[config.mk]
export PLATFORM = sky130hd
export DESIGN_NAME = rv32im_dmem_bridge
export DESIGN_NICKNAME = d
export VERILOG_FILES = /design/src/rtl/rv32im_dmem_bridge.sv
export SDC_FILE = /design/constraint.sdc
export NUM_CORES = 1
export LEC_CHECK = 0
export ABC_AREA = 1
export BUFFER_PORTS_ARGS = -buffer_cell sky130_fd_sc_hd__buf_2
export CAP_MARGIN = 5
export CORE_MARGIN = 2
export CORE_UTILIZATION = 45
export DETAILED_ROUTE_END_ITERATION = 16
export PLACE_DENSITY = 0.84
export SETUP_SLACK_MARGIN = 0.05
export SYNTH_ARGS = -nofsm -noshare
export SYNTH_HDL_FRONTEND = slang
export SYNTH_SLANG_ARGS = --single-unit
[constraint.sdc]
create_clock -name clk_i -period 2.45 [get_ports clk_i]
set_input_delay 0.1225 -clock clk_i [delete_from_list [all_inputs] [get_ports clk_i]]
set_output_delay 0.1225 -clock clk_i [all_outputs]
set_load 0.05 [all_outputs]
[src/rtl/rv32im_dmem_bridge.sv]
// Bridges the core's single-cycle data-RAM port onto a req/gnt/rvalid bus,
// stalling the core until each access completes, errors, or times out.
module rv32im_dmem_bridge #(
   parameter int ADDR_W  = 32,
   parameter int DATA_W  = 32,
   parameter int TIMEOUT = 255
) (
   input  logic                  clk_i,
   input  logic                  rst_n_i,
   input  logic                  core_en_i,
   input  logic [ADDR_W-1:0]     core_addr_i,
   input  logic [DATA_W-1:0]     core_wdata_i,
   input  logic [DATA_W/8-1:0]   core_wmask_i,
   output logic [DATA_W-1:0]     core_rdata_o,
   output logic                  core_stall_o,
   output logic                  err_o,
   output logic                  bus_req_o,
   output logic                  bus_we_o,
   output logic [ADDR_W-1:0]     bus_addr_o,
   output logic [DATA_W-1:0]     bus_wdata_o,
   output logic [DATA_W/8-1:0]   bus_wmask_o,
   input  logic                  bus_gnt_i,
   input  logic                  bus_rvalid_i,
   input  logic [DATA_W-1:0]     bus_rdata_i,
   input  logic                  bus_err_i
);

   localparam int MASK_W = DATA_W / 8;

   typedef enum logic [1:0] {IDLE, REQ, WAIT, DONE} state_t;

   state_t              state, state_next;
   logic [ADDR_W-1:0]   addr_q;
   logic [DATA_W-1:0]   wdata_q;
   logic [MASK_W-1:0]   wmask_q;
   logic                we_q;
   logic [7:0]          count_q;
   logic [DATA_W-1:0]   rdata_q;
   logic                err_q;

   logic timeout_hit;
   logic complete_write;
   logic resp_read;
   logic timeout_abort;

   // The final REQ/WAIT cycle is the one whose increment would make the count reach TIMEOUT.
   assign timeout_hit    = (TIMEOUT != 0) && (count_q == 8'(TIMEOUT - 1));
   assign complete_write = (state == REQ) && bus_gnt_i && we_q;
   assign resp_read      = ((state == REQ) && bus_gnt_i && !we_q && bus_rvalid_i) ||
                           ((state == WAIT) && bus_rvalid_i);
   assign timeout_abort  = timeout_hit &&
                           (((state == REQ) && !bus_gnt_i) || ((state == WAIT) && !bus_rvalid_i));

   always_ff @(posedge clk_i or negedge rst_n_i) begin
      if (!rst_n_i) state <= IDLE;
      else          state <= state_next;
   end

   always_comb begin
      state_next = state;
      case (state)
         IDLE: if (core_en_i) state_next = REQ;
         REQ: begin
            if (bus_gnt_i) begin
               if (we_q || bus_rvalid_i) state_next = DONE;
               else                      state_next = WAIT;
            end else if (timeout_hit) begin
               state_next = DONE;
            end
         end
         WAIT: if (bus_rvalid_i || timeout_hit) state_next = DONE;
         DONE: state_next = IDLE;
         default: state_next = IDLE;
      endcase
   end

   always_comb begin
      core_stall_o = ((state == IDLE) && core_en_i) || (state == REQ) || (state == WAIT);
      bus_req_o    = (state == REQ);
      bus_we_o     = we_q;
      bus_addr_o   = addr_q;
      bus_wdata_o  = wdata_q;
      bus_wmask_o  = wmask_q;
      core_rdata_o = rdata_q;
      err_o        = err_q;
   end

   // Request fields only change when a new access is accepted in IDLE.
   always_ff @(posedge clk_i or negedge rst_n_i) begin
      if (!rst_n_i) begin
         addr_q  <= '0;
         wdata_q <= '0;
         wmask_q <= '0;
         we_q    <= 1'b0;
      end else if ((state == IDLE) && core_en_i) begin
         addr_q  <= core_addr_i;
         wdata_q <= core_wdata_i;
         wmask_q <= core_wmask_i;
         we_q    <= |core_wmask_i;
      end
   end

   always_ff @(posedge clk_i or negedge rst_n_i) begin
      if (!rst_n_i) begin
         count_q <= '0;
         rdata_q <= '0;
         err_q   <= 1'b0;
      end else begin
         if ((state == REQ) || (state == WAIT)) count_q <= count_q + 8'd1;
         else                                   count_q <= '0;

         if (complete_write || timeout_abort) rdata_q <= '0;
         else if (resp_read)                  rdata_q <= bus_err_i ? '0 : bus_rdata_i;

         err_q <= ((complete_write || resp_read) && bus_err_i) || timeout_abort;
      end
   end

endmodule

==> impl_metrics.ini <==
[synth]
async_reset_ff_frac = 1.00
ys_seq_area_frac = 0.564
synth_largest_area_cell = dfrtp_1
synth_area_leaders = dfrtp_1 56%, nand2_1 19%, nand4_1 8.3%, inv_1 3.9%, nor2_1 3.0%
synth-edff-count = 0
synth_fp_nets = 712
synth_cells = 600
ys_ff_latch = 112
synth_flop_cell = dfrtp_1
netlist.area_leader.share = 0.564
netlist_area_sq_um = 4970
yosys_warnings = 0
ys_top_cells_by_count = 256 x nand2_1, 112 x dfrtp_1, 66 x nand4_1
synthDistinctLibCells = 21
yosysMostFrequentCell = nand2_1
syn_area_per_cell_sq_um = 8.28

[sta]
hold_viol_final = 0
rsz0062_at_grt = no
setup_tns_ps = 0
worst_pin_slew_ps = 593
post-route-period-util = 0.774
max_clock_freq_ghz = 0.528
finClkSkew_ps = 18.4
hold_slack_ps = 32.9
drv_slew = 0
setup_viol = 0
period_needed_ps = 1900
relSlewSlack = 0.605

[pwr]
swShare = 0.561
p_int_uw = 4300
power_density_nw_per_um2 = 1400
p_switching_uw = 5500
p_leak_uw = 0.00411
vdd.ir_drop.worst_v = 0.00110
power_frac_seq = 0.319
p_clk_frac = 0.116
p_comb_frac = 0.566

[placed_design]
gp_routability_congestion = 0.763
dpl.hpwl_um = 8580
port_buffers = 209

[clock_network]
ctsHtreeMaxLevel = 3
numCtsBuffers = 9
ctsHoldBuffers = 66
cts_root_buf = clkbuf_8
postCtsSetupRepairBufs = 0
clock_latency_ps = 370
post_cts_resized = 0
cts_tree = yes
cts_sinks = 112
ctsLongestPathBuffers = 2
clkTransAtPathRegs_ps = 130

[global_routing]
grt_overflow = 0
grt_max_degree = 66
grt_usage = 0.244
grt_first_pass_wirelength_um = 23000
antenna_found_initial = 0
grt_pass1_vias = 4845

[setup_path]
crit_path_start_kind = register
critPathKind = register to output port
end_kind = output port
critPathMaxFanout = 17
worstPathRequired_ps = 2330
critPathArrivalTime_ps = 1770

[die]
start_util = 0.460
coreArea_sq_um = 10800
rows = 38
die_y_um = 109
io_pins = 210
die_area_sq_um = 11900
die_width_um = 109

[cells_and_area]
nets = 968
final_layout_size_suffix_gt1_frac = 0.281
syn2layout_area_growth_pct = 40.6
diodes = 0

[route]
dr.pass1.iters = 5
wl_per_cell_um = 14.5
drt-vias-per-instance = 5.00
initialDrtViolationCount = 555
wl_um = 14500
postRouteAntennaNets = 0
drt_drc_violations_left = 0
vias = 5005

[run]
cap_violations = 0

[min_path]
hp-class = input pin to register

[run_status]
status = finished clean
worst max-delay path, stage by stage, from the launching register on:
cell and delay [ps]:
dfrtp_1 430, inv_1 130, ha_1 190, nand2_2 230, nand2_1 150, buf_2 270
power groups by stage:
| stage | Clock [uW] | Sequential, uW | Combinational [uW] |
|---|---|---|---|
| 6_report | 1130 | 3120 | 5540 |
| 4_1_cts | 1160 | 3090 | 5500 |
| 2_1_floorplan | 0 | 5740 | 1400 |
| 3_3_place_gp | 0 | 3100 | 5310 |
| 5_1_grt | 1250 | 3210 | 5910 |
| 3_5_place_dp | 0 | 3090 | 5430 |
placed cells by master, fill, tap and decap left out, types with 4 or more instances in the layout:
cell type      instances
clkbuf_8               9
a21oi_1                6
buf_4                  5
buf_12                 5
nand4_1               66
inv_8                  4
nand3_1                6
inv_1                 50
buf_2                208
ha_1                   6
nand2_1              255
dfrtp_1              112
nor2_1                40
dlygate4sd3_1         66
o21ai_0                5
final cells by class:
| cell class | count | area, sq um |
|---|---|---|
| tap | 140 | 175 |
| multi-input combinational | 397 | 1770 |
| inverter | 52 | 195 |
| fill | 849 | 3810 |
| clock buffer | 9 | 124 |
| clock inverter | 7 | 82.6 |
| timing repair buffer | 284 | 1840 |
| sequential | 112 | 2800 |
through the flow:
stage               setup slack [ps]  cells  power (uW)  area (sq um)  utilization
global placement                 780    919        8420          6120        0.567
detailed placement               681    919        8520          6120        0.567
floorplan                        591    600        7140          4970            -
global route                     462   1001       10400          6990        0.647
CTS                              543   1001        9740          6990        0.647
finish                           554   1001        9800          6990        0.647
kinds of logic after synthesis:
logic type / share of synthesized area
AOI/OAI and AO/OA: 0.0154
DFF: 0.564
adders and majority gates: 0.0151
and+or+nand+nor: 0.324
buffers and inverters: 0.0821
registers in the layout, indices dropped and copies added (netlist names):
name          count
bus_addr_o       32
bus_wdata_o      32
core_rdata_o     32
count_q           8
bus_wmask_o       4
state             2
bus_we_o          1
err_o             1
path summary, 6_finish.rpt:
kind / from / to / slack (ps) / cells after the start
worst max-delay path: state[0] / core_stall_o / 550 / 5
worst min-delay path: core_wmask_i[3] / bus_wmask_o[3] / 30 / 3
worst max register to register: state[1] / core_rdata_o[3] / 640 / 6
worst min register to register: bus_wdata_o[1] / bus_wdata_o[1] / 490 / 2
max in group asynchronous: rst_n_i / bus_wdata_o[6] / 1550 / 3
min in group asynchronous: rst_n_i / core_rdata_o[21] / 150 / 2
per-layer routing:
layer	wire length (um)	share of wire	vias to the layer above	track usage
li1	-	-	2393	-
met4	465	0.032	0	0.114
met1	5860	0.40	2287	0.318
met3	1360	0.094	44	0.0640
met2	6800	0.47	281	0.381
met5	0	0	-	0
(Power assumes the default switching activity.)
